===== config.mk =====
export PLATFORM = sky130hd
export DESIGN_NAME = wb_burst_master
export DESIGN_NICKNAME = d
export VERILOG_FILES = /design/src/rtl/wb_burst_master.sv
export SDC_FILE = /design/constraint.sdc
export NUM_CORES = 1
export LEC_CHECK = 0
export ABC_CLOCK_PERIOD_IN_PS = 3500
export BUFFER_PORTS_ARGS = -buffer_cell sky130_fd_sc_hd__buf_4
export CAP_MARGIN = 20
export CORE_ASPECT_RATIO = 0.9
export CORE_MARGIN = 5
export CORE_UTILIZATION = 35
export DETAILED_ROUTE_END_ITERATION = 10
export MAX_ROUTING_LAYER = met4
export PLACE_DENSITY_LB_ADDON = 0.15
export SLEW_MARGIN = 20
export SYNTH_ARGS = -nofsm -noshare
export SYNTH_HDL_FRONTEND = slang
export SYNTH_SLANG_ARGS = --single-unit

===== constraint.sdc =====
create_clock -name sys_clk -period 3.5 [get_ports sys_clk]
set_clock_uncertainty 0.15 [all_clocks]
set_input_delay 0.525 -clock sys_clk [delete_from_list [all_inputs] [get_ports sys_clk]]
set_output_delay 0.525 -clock sys_clk [all_outputs]
set_load 0.1 [all_outputs]

===== src/rtl/wb_burst_master.sv =====
// Wishbone master issuing single or incrementing-burst cycles, one command at a time.
// Optional WB_TIMEOUT_EN aborts a beat after TIMEOUT_CYCLES without wb_ack_i.
module wb_burst_master #(
  parameter int unsigned dw             = 32,
  parameter int unsigned TIMEOUT_CYCLES = 255
) (
  input  logic            sys_clk,
  input  logic            RESETN,
  input  logic            cmd_valid,
  output logic            cmd_ready,
  input  logic            cmd_we,
  input  logic [25:0]     cmd_addr,
  input  logic [3:0]      cmd_len,
  input  logic            wr_valid,
  output logic            wr_ready,
  input  logic [dw-1:0]   wr_data,
  input  logic [dw/8-1:0] wr_sel,
  output logic            rd_valid,
  output logic [dw-1:0]   rd_data,
  output logic            done,
  output logic            error,
  output logic            busy,
  output logic            wb_cyc_o,
  output logic            wb_stb_o,
  output logic            wb_we_o,
  output logic [25:0]     wb_addr_o,
  output logic [dw-1:0]   wb_dat_o,
  output logic [dw/8-1:0] wb_sel_o,
  output logic [2:0]      wb_cti_o,
  input  logic            wb_ack_i,
  input  logic [dw-1:0]   wb_dat_i
);
  localparam logic [2:0] CtiIncr = 3'b010;
  localparam logic [2:0] CtiEnd  = 3'b111;

  typedef enum logic [1:0] {StIdle, StWfetch, StBus, StFinish} state_e;

  state_e            state_q, state_d;
  logic [3:0]        cnt_q, cnt_d;
  logic              cyc_q, cyc_d;
  logic              stb_q, stb_d;
  logic              we_q, we_d;
  logic [25:0]       addr_q, addr_d;
  logic [dw-1:0]     dat_q, dat_d;
  logic [dw/8-1:0]   sel_q, sel_d;
  logic [2:0]        cti_q, cti_d;
  logic              rd_valid_q, rd_valid_d;
  logic [dw-1:0]     rd_data_q, rd_data_d;
  logic              done_q, done_d;
  logic              error_q, error_d;
  logic              busy_q, busy_d;
  logic              wr_ready_q, wr_ready_d;
  logic              timeout_hit;

`ifdef WB_TIMEOUT_EN
  localparam int unsigned ToW = (TIMEOUT_CYCLES > 1) ? $clog2(TIMEOUT_CYCLES) : 1;

  logic [ToW-1:0] to_cnt_q, to_cnt_d;

  // Counts un-acked strobe cycles of the current beat; any ack or idle bus clears it.
  always_comb begin
    to_cnt_d = '0;
    if (stb_q && !wb_ack_i) to_cnt_d = to_cnt_q + 1'b1;
  end

  assign timeout_hit = stb_q && !wb_ack_i && (to_cnt_q == ToW'(TIMEOUT_CYCLES - 1));

  always_ff @(posedge sys_clk or negedge RESETN) begin
    if (!RESETN) to_cnt_q <= '0;
    else         to_cnt_q <= to_cnt_d;
  end
`else
  assign timeout_hit = 1'b0;
`endif

  always_comb begin
    state_d    = state_q;
    cnt_d      = cnt_q;
    cyc_d      = cyc_q;
    stb_d      = stb_q;
    we_d       = we_q;
    addr_d     = addr_q;
    dat_d      = dat_q;
    sel_d      = sel_q;
    cti_d      = cti_q;
    rd_valid_d = 1'b0;
    rd_data_d  = rd_data_q;
    done_d     = 1'b0;
    error_d    = 1'b0;
    busy_d     = busy_q;
    wr_ready_d = 1'b0;
    unique case (state_q)
      StIdle: begin
        if (cmd_valid) begin
          we_d   = cmd_we;
          addr_d = cmd_addr;
          cnt_d  = cmd_len;
          cti_d  = (cmd_len == 4'd0) ? CtiEnd : CtiIncr;
          busy_d = 1'b1;
          if (cmd_we) begin
            wr_ready_d = 1'b1;
            state_d    = StWfetch;
          end else begin
            cyc_d   = 1'b1;
            stb_d   = 1'b1;
            state_d = StBus;
          end
        end
      end
      StWfetch: begin
        wr_ready_d = 1'b1;
        if (wr_valid) begin
          dat_d      = wr_data;
          sel_d      = wr_sel;
          cyc_d      = 1'b1;
          stb_d      = 1'b1;
          wr_ready_d = 1'b0;
          state_d    = StBus;
        end
      end
      StBus: begin
        if (timeout_hit) begin
          cyc_d   = 1'b0;
          stb_d   = 1'b0;
          busy_d  = 1'b0;
          error_d = 1'b1;
          state_d = StFinish;
        end else if (wb_ack_i) begin
          if (!we_q) begin
            rd_valid_d = 1'b1;
            rd_data_d  = wb_dat_i;
          end
          if (cnt_q == 4'd0) begin
            cyc_d   = 1'b0;
            stb_d   = 1'b0;
            busy_d  = 1'b0;
            done_d  = 1'b1;
            state_d = StFinish;
          end else begin
            cnt_d  = cnt_q - 4'd1;
            addr_d = addr_q + 26'd1;
            cti_d  = (cnt_q == 4'd1) ? CtiEnd : CtiIncr;
            // Writes keep cyc high but drop stb while the next beat is fetched.
            if (we_q) begin
              stb_d      = 1'b0;
              wr_ready_d = 1'b1;
              state_d    = StWfetch;
            end
          end
        end
      end
      StFinish: state_d = StIdle;
      default:  state_d = StIdle;
    endcase
  end

  always_ff @(posedge sys_clk or negedge RESETN) begin
    if (!RESETN) begin
      state_q    <= StIdle;
      cnt_q      <= '0;
      cyc_q      <= 1'b0;
      stb_q      <= 1'b0;
      we_q       <= 1'b0;
      addr_q     <= '0;
      dat_q      <= '0;
      sel_q      <= '0;
      cti_q      <= '0;
      rd_valid_q <= 1'b0;
      rd_data_q  <= '0;
      done_q     <= 1'b0;
      error_q    <= 1'b0;
      busy_q     <= 1'b0;
      wr_ready_q <= 1'b0;
    end else begin
      state_q    <= state_d;
      cnt_q      <= cnt_d;
      cyc_q      <= cyc_d;
      stb_q      <= stb_d;
      we_q       <= we_d;
      addr_q     <= addr_d;
      dat_q      <= dat_d;
      sel_q      <= sel_d;
      cti_q      <= cti_d;
      rd_valid_q <= rd_valid_d;
      rd_data_q  <= rd_data_d;
      done_q     <= done_d;
      error_q    <= error_d;
      busy_q     <= busy_d;
      wr_ready_q <= wr_ready_d;
    end
  end

  // Gated by RESETN so it reads 0 while reset is held and 1 as soon as it releases.
  assign cmd_ready = (state_q == StIdle) && RESETN;
  assign wr_ready  = wr_ready_q;
  assign rd_valid  = rd_valid_q;
  assign rd_data   = rd_data_q;
  assign done      = done_q;
  assign error     = error_q;
  assign busy      = busy_q;
  assign wb_cyc_o  = cyc_q;
  assign wb_stb_o  = stb_q;
  assign wb_we_o   = we_q;
  assign wb_addr_o = addr_q;
  assign wb_dat_o  = dat_q;
  assign wb_sel_o  = sel_q;
  assign wb_cti_o  = cti_q;

endmodule


=== Word level (Yosys, flattened, before mapping) ===
Index checks and enable logic that the tools add are counted.

* $add $sub $neg: 2
* Eq/ne operators: 11
* Mux-type cells: 46
* Bitwise gates (word level): 1
* Reductions and logical operators: 14

{| class="wikitable"
|+ Operators with widths
! cell !! number
|-
| two-way mux 26 bit || 3
|-
| case mux 26 bit (2 select lines) || 1
|-
| adder 26 x 1 -> 26 bit, second input constant || 1
|-
| two-way mux 1 bit || 21
|-
| two-way mux 3 bit || 5
|-
| two-way mux 2 bit || 6
|-
| two-way mux 4 bit || 3
|-
| != test 2 bit, second input constant || 6
|-
| AND reduction 4 bit || 3
|-
| AND reduction 6 bit || 2
|-
| case mux 1 bit (3 select lines) || 3
|-
| zero test 4 bit || 2
|-
| case mux 2 bit (4 select lines) || 1
|-
| case mux 4 bit (2 select lines) || 1
|-
| case mux 3 bit (2 select lines) || 1
|-
| == test 2 bit, second input constant || 2
|-
| == test 4 x 1 -> 1 bit, second input constant || 1
|-
| AND reduction 2 bit || 2
|-
| subtractor 4 x 1 -> 4 bit, second input constant || 1
|-
| != test 3 bit, second input constant || 1
|-
| AND reduction 3 bit || 1
|-
| nonzero test 3 bit || 1
|-
| == test 2 x 1 -> 1 bit, second input constant || 1
|-
| zero test 2 bit || 1
|-
| 4 further kinds || 4
|}

* Flip-flop bits (word level): 110
* Input bits: 104
* Output and inout bits: 106
* Word-level logic and storage cells: 88

=== Logic depth before layout (Yosys ltp) ===
Gate-level depths: netlist (run 1).

* Depth after elaboration: 5
* Depth in mapped cells: 8
* Depth with buffers taken out: 7

=== Worst setup path after synthesis (run 1) ===
OpenSTA, ideal clock, no wires.

* Path kind: reg2reg
* Start point: register addr_q[0], in the netlist wb_addr_o[0]
* End point: register addr_q[24], in the netlist wb_addr_o[24]
* Setup time: 0.065 ns
* Arrival time: 2.706 ns
* Required time: 3.285 ns
* Path slack: 0.578 ns
* Cell stages (with the launch flop): 7
* Path buffers: 0
* Period minus slack after synthesis: 2.922 ns
* Cells stage by stage: dfrtp_1 > ha_1 > nand3_2 > or4_4 > or4_1 > a21oi_1 > o22a_2

* Cells in the longest elaborated chain, start to end: 4

{| class="wikitable"
|+ RTL lines
! what !! RTL line !! source
|-
| start, declared || 43 || <nowiki>logic [25:0] addr_q, addr_d;</nowiki>
|-
| start signal, assigned || 180 || <nowiki>addr_q <= addr_d;</nowiki>
|-
| adder 26 x 1 -> 26 bit || 141 || <nowiki>addr_d = addr_q + 26'd1;</nowiki>
|-
| two-way mux 26 bit || 133 || <nowiki>if (cnt_q == 4'd0) begin</nowiki>
|-
| two-way mux 26 bit || 128 || <nowiki>end else if (wb_ack_i) begin</nowiki>
|-
| case mux 26 bit (2 select lines) || 92 || <nowiki>unique case (state_q)</nowiki>
|}

No other way between the ends. The select of a mux whose other input is x is not followed.
A chain may end at the register's enable or synchronous reset.

=== Final worst setup path (run 1) ===
* Start point: register state_q[1]
* End point: output cmd_ready

* Cells in the longest elaborated chain, start to end: 2

{| class="wikitable"
|+ RTL lines
! what !! RTL line !! source
|-
| start, declared || 38 || <nowiki>state_e state_q, state_d;</nowiki>
|-
| start signal, assigned || 159 || <nowiki>state_q <= StIdle;</nowiki>
|-
| start signal, assigned || 175 || <nowiki>state_q <= state_d;</nowiki>
|-
| zero test 2 bit || 194 || <nowiki>assign cmd_ready = (state_q == StIdle) && RESETN;</nowiki>
|-
| logical AND 1 bit || 194 ||
|-
| end, declared || 10 || <nowiki>output logic cmd_ready,</nowiki>
|}

No other way between the ends.

==> results.toml, run 1 <==
[run_status]
status = "complete, no violations"

[sta]
setup_violations = 0
max_freq_mhz = 372.2
hold_violations = 0
setup_ws_ps = 813.0
tightestPinTransition_ps = 797.0
slew_headroom_pct = 46.87
fin_tns_setup_ps = 0
fin_crit_sh_pct = 76.77
slew_viol_final = 0
rsz0062_at_grt = "no"
min_period_ps = 2687

[setup_path]
critical_path.cell_chain = "inv_1, and3_1, buf_4"
required_ps = 2820
cp-endpoint = "cmd_ready"
r2r_cells = 6
critPathKind = "flop to output pin"
r2r_start = "state_q[1]$_DFFE_PN0P_"
slowest_delay_ps = 870
end_kind = "output pin"
path_depth = 3
crit_start = "state_q[1]$_DFFE_PN0P_"
cp_slowest_cell = "dfrtp_1"
worstPathMaxFanout = 24
crit_family = "flip-flops"
cp.arrival_ps = 2010
cp-start-kind = "flop"
regToRegEndpoint = "wb_addr_o[25]$_DFFE_PN0P_"
rrSetupSlack_ps = 850
path_buf_inv = 2

[floorplanning]
die_y_microns = 122.2
floorplan.initialDensity_pct = 35.24
coreArea_sq_mm = 0.01390
ios = 210
die_x_microns = 134.7
die-area_sq_mm = 0.01647
rows = 41

[drt]
avgViaCountPerCell = 5.055
firstDrtPassIters = 4
drc = 0
wl_mm = 14.33
vias = 4236
avgRoutedWirePerCell_microns = 17.10
final_antenna_net_count = 0
drt_iter0_drc = 248

[placement]
port_buffers = 208
dpl_cell_area_sq_mm = 0.006679
pre_cts_ws_ps = 889.4
dp_hpwl_mm = 10.76
gp_congestion = 0.9498

[global_route]
grt_max_degree = 62
track_usage_pct = 17.38
grt_pass1_vias = 4363
antenna_found_initial = 0
grt_pass1_wl_mm = 22.22
grt_overflow = 0

[synth]
synth_mux_area_share_pct = 16.04
netlist_instances = 435
synth_ff_type = "dfrtp_1"
synth_cell_types = 48
syn-cell-area_sq_mm = 0.004900
synthArstFlopShare_pct = 100.0
avgSynthCellArea_sq_um = 11.26
ys_seq_area_share_pct = 55.67
yosys_warnings = 0
yosys.area_share.adder_pct = 0.7661
synth-simple-area-share_pct = 11.70
syn_nets = 542
synth-seq-cells = 109
yosys.area_share.xor_xnor_pct = 0
synth-compound-area-share_pct = 12.90
synth_enable_flop_cells = 0
synth_top_family_by_area = "multiplexers"

[clock_tree]
cts_max_path_buffers = 2
numCtsBuffers = 9
cts_tree = "built"
clock_sinks = 109
cts_max_level = 3
clock_latency_ps = 340
cts_hold_buf = 1
cts_resized = 0
clkSlewWorstSetupHoldPaths_ps = 80
post_cts_buffers = 0
cts-root-buf = "clkbuf_16"

[final_layout]
areaGrowthSynthToFinish_pct = 43.44
drive_above_1_share_pct = 48.06
final_cell_mix = "buf_4, dfrtp_1, mux2_2, nor2_1, nand2_1"
stdcell_area_sq_mm = 0.007028
final_nets = 747
final_common_cell = "buf_4"
n_antenna_cell = 0

[min_path]
min_from = "wr_data[18]"
min_path_type = "input pin to flop"

[run]
maxCapViolations = 0
[through the flow]
stage	hold slack [ps]	instances	utilization [%]
after floorplan	79.41	435	-
after global placement	179.1	821	48.04
after detailed placement	178.4	821	48.04
after CTS	239.4	838	50.55
after global routing	233.0	838	50.55
final	256.6	838	50.55
[cells in the mapped netlist (5+ instances only)]
cell type	n	area share [%]
nand4_1	5	0.64
a31oi_1	5	0.64
o32ai_1	5	0.89
a21oi_1	26	2.7
inv_1	10	0.77
nor2_1	43	3.3
nand2_1	29	2.2
nand3_1	13	1.3
o21ai_0	18	1.8
dfrtp_1	109	56
clkbuf_1	17	1.3
nor3_1	8	0.82
o22ai_1	8	1.0
mux2_2	68	16
a211oi_1	11	1.7
[kinds of logic after synthesis]
kind of cell	Yosys count
mux	70
buf+inv	34
fa+ha+maj	3
flops	109
simple gates	121
compound gates	97
other cells	1
[flip-flops by register name (all words and copies together) (netlist names)]
register,flops
rd_data,32
wb_dat_o,32
wb_addr_o,26
cnt_q,4
wb_sel_o,4
state_q,2
wb_cti_o,2
busy,1
done,1
rd_valid,1
wb_cyc_o,1
wb_stb_o,1
wb_we_o,1
wr_ready,1
[routing by layer]
| metal | part of all wire (%) | track usage, % |
|---|---|---|
| met1 | 42 | 22.33 |
| met2 | 50 | 27.59 |
| met3 | 6.9 | 4.508 |
| met4 | 1.2 | 4.580 |
| met5 | 0 | - |
[worst min path at each step]
stage                                     endpoint  slack (ps)  cells after the start
after floorplan                   busy$_DFFE_PN0P_          80                      0
after global placement    wb_addr_o[0]$_DFFE_PN0P_         180                      1
after detailed placement  wb_addr_o[0]$_DFFE_PN0P_         180                      1
after CTS                 wb_dat_o[18]$_DFFE_PN0P_         240                      2
after global routing       rd_data[22]$_DFFE_PN0P_         230                      2
final                     wb_dat_o[18]$_DFFE_PN0P_         260                      2
[layout make-up]
| cell class | instances | area, sq um |
|---|---|---|
| clock buffers | 10 | 239.0 |
| inverters | 10 | 37.54 |
| fillers | 1296 | 6874 |
| flip-flops and latches | 109 | 2728 |
| repair buffers | 218 | 1639 |
| multi-input cells | 292 | 2043 |
| clock inverters | 6 | 100.1 |
| well taps | 193 | 241.5 |
Power of run 1 is not shown: default switching activity piles up to over one toggle a cycle in this logic, so the estimate is an artifact.
==> run 2: changes to the inputs <==
--- a/config.mk
+++ b/config.mk
@@ -5,7 +5,7 @@
 export SDC_FILE = /design/constraint.sdc
 export NUM_CORES = 1
 export LEC_CHECK = 0
-export ABC_CLOCK_PERIOD_IN_PS = 3500
+export ABC_CLOCK_PERIOD_IN_PS = 2500
 export BUFFER_PORTS_ARGS = -buffer_cell sky130_fd_sc_hd__buf_4
 export CAP_MARGIN = 20
 export CORE_ASPECT_RATIO = 0.9
==> constraint.sdc (replaced) <==
create_clock -name sys_clk -period 2.5 [get_ports sys_clk]
set_clock_uncertainty 0.15 [all_clocks]
set_input_delay 0.375 -clock sys_clk [delete_from_list [all_inputs] [get_ports sys_clk]]
set_output_delay 0.375 -clock sys_clk [all_outputs]
set_load 0.1 [all_outputs]
==> results.toml, run 2 (synthesis results as in run 1) <==
[sta]
max_freq_mhz = 427.9
hold_violations = 18
min_period_ps = 2337
rsz0062_at_grt = "no"
slew_headroom_pct = 59.09
hold_ws_ps = -41.31
tightestPinTransition_ps = 613.6
fin_crit_sh_pct = 93.49
slew_viol_final = 0
setup_violations = 0

[global_route]
grt_pass1_vias = 4291
use_met3_pct = 5.533
grt_use_met2_pct = 27.72
grt_max_degree = 110
grt_pass1_wl_mm = 22.58
track_usage_pct = 17.84
antenna_found_initial = 0
grt_most_used_layer = "met2"
grt_overflow = 0
use_met1_pct = 22.84

[clock_tree]
clkSlewWorstSetupHoldPaths_ps = 70
clock_latency_ps = 340
cts-root-buf = "clkbuf_16"
cts_hold_buf = 0
cts_max_path_buffers = 2
cts_max_level = 3
numCtsBuffers = 9
cts_tree = "built"
clock_sinks = 109

[setup_path]
cp-start-kind = "flop"
rrSetupSlack_ps = 160
cp-endpoint = "wb_addr_o[24]$_DFFE_PN0P_"
required_ps = 2640
cp_slowest_cell = "or4_4"
path_buf_inv = 0
cp.arrival_ps = 2480
worstPathMaxFanout = 5
slowest_delay_ps = 580
end_kind = "flop"
path_depth = 6
crit_start = "wb_addr_o[0]$_DFFE_PN0P_"
critPathKind = "flop to flop"
crit_family = "simple AND/OR/NAND/NOR gates"
r2r_cells = 6
regToRegEndpoint = "wb_addr_o[24]$_DFFE_PN0P_"
critical_path.cell_chain = "ha_1, nand3_2, or4_4, or4_1, a21oi_1, o22a_2"
r2r_start = "wb_addr_o[0]$_DFFE_PN0P_"

[floorplanning]
coreArea_sq_mm = 0.01390
die_x_microns = 134.7
die-area_sq_mm = 0.01647
rows = 41
die_y_microns = 122.2
ios = 210
floorplan.initialDensity_pct = 35.24

[final_layout]
fin_cells = 844
final_cell_mix = "buf_4, dfrtp_1, mux2_2, nor2_1, nand2_1"
final_common_cell = "buf_4"
drive_above_1_share_pct = 50.54
areaGrowthSynthToFinish_pct = 44.25
n_antenna_cell = 0
final_nets = 753
stdcell_area_sq_mm = 0.007068
utilization_pct = 50.84

[drt]
drt_iter0_drc = 291
drc = 0
final_antenna_net_count = 0
firstDrtPassIters = 4
wl_mm = 14.44
vias = 4248
avgRoutedWirePerCell_microns = 17.11
avgViaCountPerCell = 5.033

[placement]
dpl.cell_count = 828
dp_hpwl_mm = 10.80
port_buffers = 208
dpl_cell_area_sq_mm = 0.006785
gp_congestion = 0.8862

[min_path]
min_path_type = "input pin to asynchronous set/reset pin"

[run]
maxCapViolations = 0

[run_status]
status = "finished with violations"
violations = "hold timing"
-- run 2: what timing repair did --
item                       4_1_cts  5_1_grt
setup endpoints to repair        0        4
setup buffers                    0        0
gates resized for setup          0        1
-- run 2: cell type report --
type / count / area, sq um
clock buffer: 10 / 229.0
clock inverter: 6 / 48.80
fill: 1279 / 6834
inverter: 10 / 37.54
multi-input combinational: 292 / 2058
sequential: 109 / 2746
tap: 193 / 241.5
timing repair buffer: 224 / 1707
-- run 2: worst min path at each step --
stage / slack, ps / cells past startpoint / end / start
after floorplan: -70 / 0 / busy$_DFFE_PN0P_ / RESETN
after global placement: 330 / 1 / wb_cyc_o$_DFFE_PN0P_ / wb_cyc_o$_DFFE_PN0P_
after detailed placement: 330 / 1 / wb_stb_o$_DFFE_PN0P_ / wb_stb_o$_DFFE_PN0P_
after CTS: 30 / 2 / wb_addr_o[1]$_DFFE_PN0P_ / RESETN
after global routing: 10 / 2 / wb_addr_o[0]$_DFFE_PN0P_ / RESETN
final: -40 / 2 / wb_addr_o[0]$_DFFE_PN0P_ / RESETN
-- run 2: layer usage --
| metal | wire (microns) | vias up |
|---|---|---|
| met3 | 1164 | 15 |
| met4 | 210 | 0 |
| met1 | 5947 | 2059 |
| met5 | 0 | - |
| li1 | - | 2001 |
| met2 | 7115 | 173 |
-- run 2: per-stage QoR --
step                      setup TNS (ps)  setup slack, ps
after floorplan                   -41.41           -41.41
after global placement                 0            191.5
after detailed placement               0            183.7
after CTS                              0            164.5
after global routing                   0            22.03
final                                  0            162.9
-- run 2: worst register-to-register path, cell delays in order, from the launching register on --
cell and delay (ps):
dfrtp_4 430, ha_1 200, nand3_2 130, or4_4 580, or4_1 480, a21oi_1 160, o22a_2 140
Power of run 2 is left out for the same reason.
==> run 3: changes to the inputs <==
--- a/config.mk
+++ b/config.mk
@@ -10,7 +10,7 @@
 export CAP_MARGIN = 20
 export CORE_ASPECT_RATIO = 0.9
 export CORE_MARGIN = 5
-export CORE_UTILIZATION = 35
+export CORE_UTILIZATION = 48
 export DETAILED_ROUTE_END_ITERATION = 10
 export MAX_ROUTING_LAYER = met4
 export PLACE_DENSITY_LB_ADDON = 0.15
==> results.toml, run 3 (synthesis results as in run 1) <==
[run_status]
status = "finished with violations"
violations = "hold timing"

[sta]
min_period_ps = 2325
hold_violations = 18
setup_violations = 0
fin_crit_sh_pct = 93.00
hold_ws_ps = -48.56
fin_tns_setup_ps = 0
rsz0062_at_grt = "no"
slew_viol_final = 0
max_freq_mhz = 430.1
tightestPinTransition_ps = 621.6
slew_headroom_pct = 58.56

[global_route]
track_usage_pct = 22.76
grt_pass1_wl_mm = 21.62
antenna_found_initial = 0
grt_max_degree = 110
grt_pass1_vias = 4407
grt_overflow = 0

[drt]
vias = 4311
avgViaCountPerCell = 5.541
firstDrtPassIters = 5
wl_mm = 13.70
final_antenna_net_count = 0
drt_iter0_drc = 400
avgRoutedWirePerCell_microns = 17.60
drc = 0

[final_layout]
n_antenna_cell = 0
stdcell_area_sq_mm = 0.006949
final_common_cell = "buf_4"
areaGrowthSynthToFinish_pct = 41.83
final_cell_mix = "buf_4, dfrtp_1, mux2_2, nor2_1, nand2_1"
nFillCells = 781
final_nets = 751
drive_above_1_share_pct = 49.77
multi_input_area_sq_mm = 0.002043
ff_latch_area_sq_mm = 0.002746

[floorplanning]
floorplan.initialDensity_pct = 48.44
die_y_microns = 105.9
die-area_sq_mm = 0.01233
ios = 210
rows = 35
coreArea_sq_mm = 0.01012
die_x_microns = 116.5

[setup_path]
end_kind = "flop"
regToRegEndpoint = "wb_addr_o[24]$_DFFE_PN0P_"
r2r_start = "wb_addr_o[0]$_DFFE_PN0P_"
path_buf_inv = 0
r2r_cells = 6
required_ps = 2630
crit_family = "simple AND/OR/NAND/NOR gates"
critPathKind = "flop to flop"
worstPathMaxFanout = 5
cp.arrival_ps = 2460
rrSetupSlack_ps = 170
critical_path.cell_chain = "ha_1, nand3_2, or4_4, or4_1, a21oi_1, o22a_2"
cp-start-kind = "flop"
slowest_delay_ps = 580
cp_slowest_cell = "or4_4"

[clock_tree]
clock_sinks = 109
clkSlewWorstSetupHoldPaths_ps = 70
clock_latency_ps = 340
cts_max_level = 3
cts_resized = 0
cts_tree = "built"
cts_max_path_buffers = 2
numCtsBuffers = 9
cts-root-buf = "clkbuf_16"
post_cts_buffers = 0
cts_hold_buf = 0

[placement]
dp_hpwl_mm = 10.18
port_buffers = 208
dpl_cell_area_sq_mm = 0.006668
gp_congestion = 0.9520

[run]
maxCapViolations = 0

[min_path]
min_path_type = "input pin to asynchronous set/reset pin"
## run 3: layout make-up
cell class              count  area share [%]
flip-flops and latches    109           39.52
multi-input cells         292           29.40
repair buffers            222           24.16
clock buffers              14           3.799
well taps                 129           2.323
inverters                  10          0.5402
clock inverters             2          0.2521
## run 3: worst max path at each step
stage | startpoint | to | slack [ps] | cells after the start
after global routing | cnt_q[0]$_DFFE_PN0P_ | wb_addr_o[18]$_DFFE_PN0P_ | 20 | 8
after global placement | wb_addr_o[0]$_DFFE_PN0P_ | wb_addr_o[24]$_DFFE_PN0P_ | 210 | 6
after floorplan | wb_addr_o[16]$_DFFE_PN0P_ | wb_addr_o[24]$_DFFE_PN0P_ | -40 | 6
after CTS | wb_addr_o[0]$_DFFE_PN0P_ | wb_addr_o[24]$_DFFE_PN0P_ | 170 | 6
final | wb_addr_o[0]$_DFFE_PN0P_ | wb_addr_o[24]$_DFFE_PN0P_ | 170 | 6
after detailed placement | wb_addr_o[0]$_DFFE_PN0P_ | wb_addr_o[24]$_DFFE_PN0P_ | 180 | 6
## run 3: metrics by stage
| stage | instances | hold slack [ps] | utilization (%) | setup slack (ps) |
|---|---|---|---|---|
| 3_5_place_dp | 762 | 333.0 | 65.91 | 183.2 |
| 6_report | 778 | -48.56 | 68.70 | 174.9 |
| 3_3_place_gp | 762 | 330.2 | 65.91 | 209.6 |
| 5_1_grt | 778 | 41.21 | 68.70 | 22.91 |
| 4_1_cts | 778 | 26.46 | 68.70 | 165.5 |
| 2_1_floorplan | 435 | -70.59 | - | -41.41 |
## run 3: per-layer routing
metal	routed length [microns]	part of all wire (%)	track usage, %	vias to the layer above
met5	0	0	-	-
met3	1372	10	6.429	17
li1	-	-	-	2003
met2	6761	49	36.60	198
met4	179	1.3	5.302	0
met1	5383	39	28.61	2093
Power of run 3 is left out for the same reason.
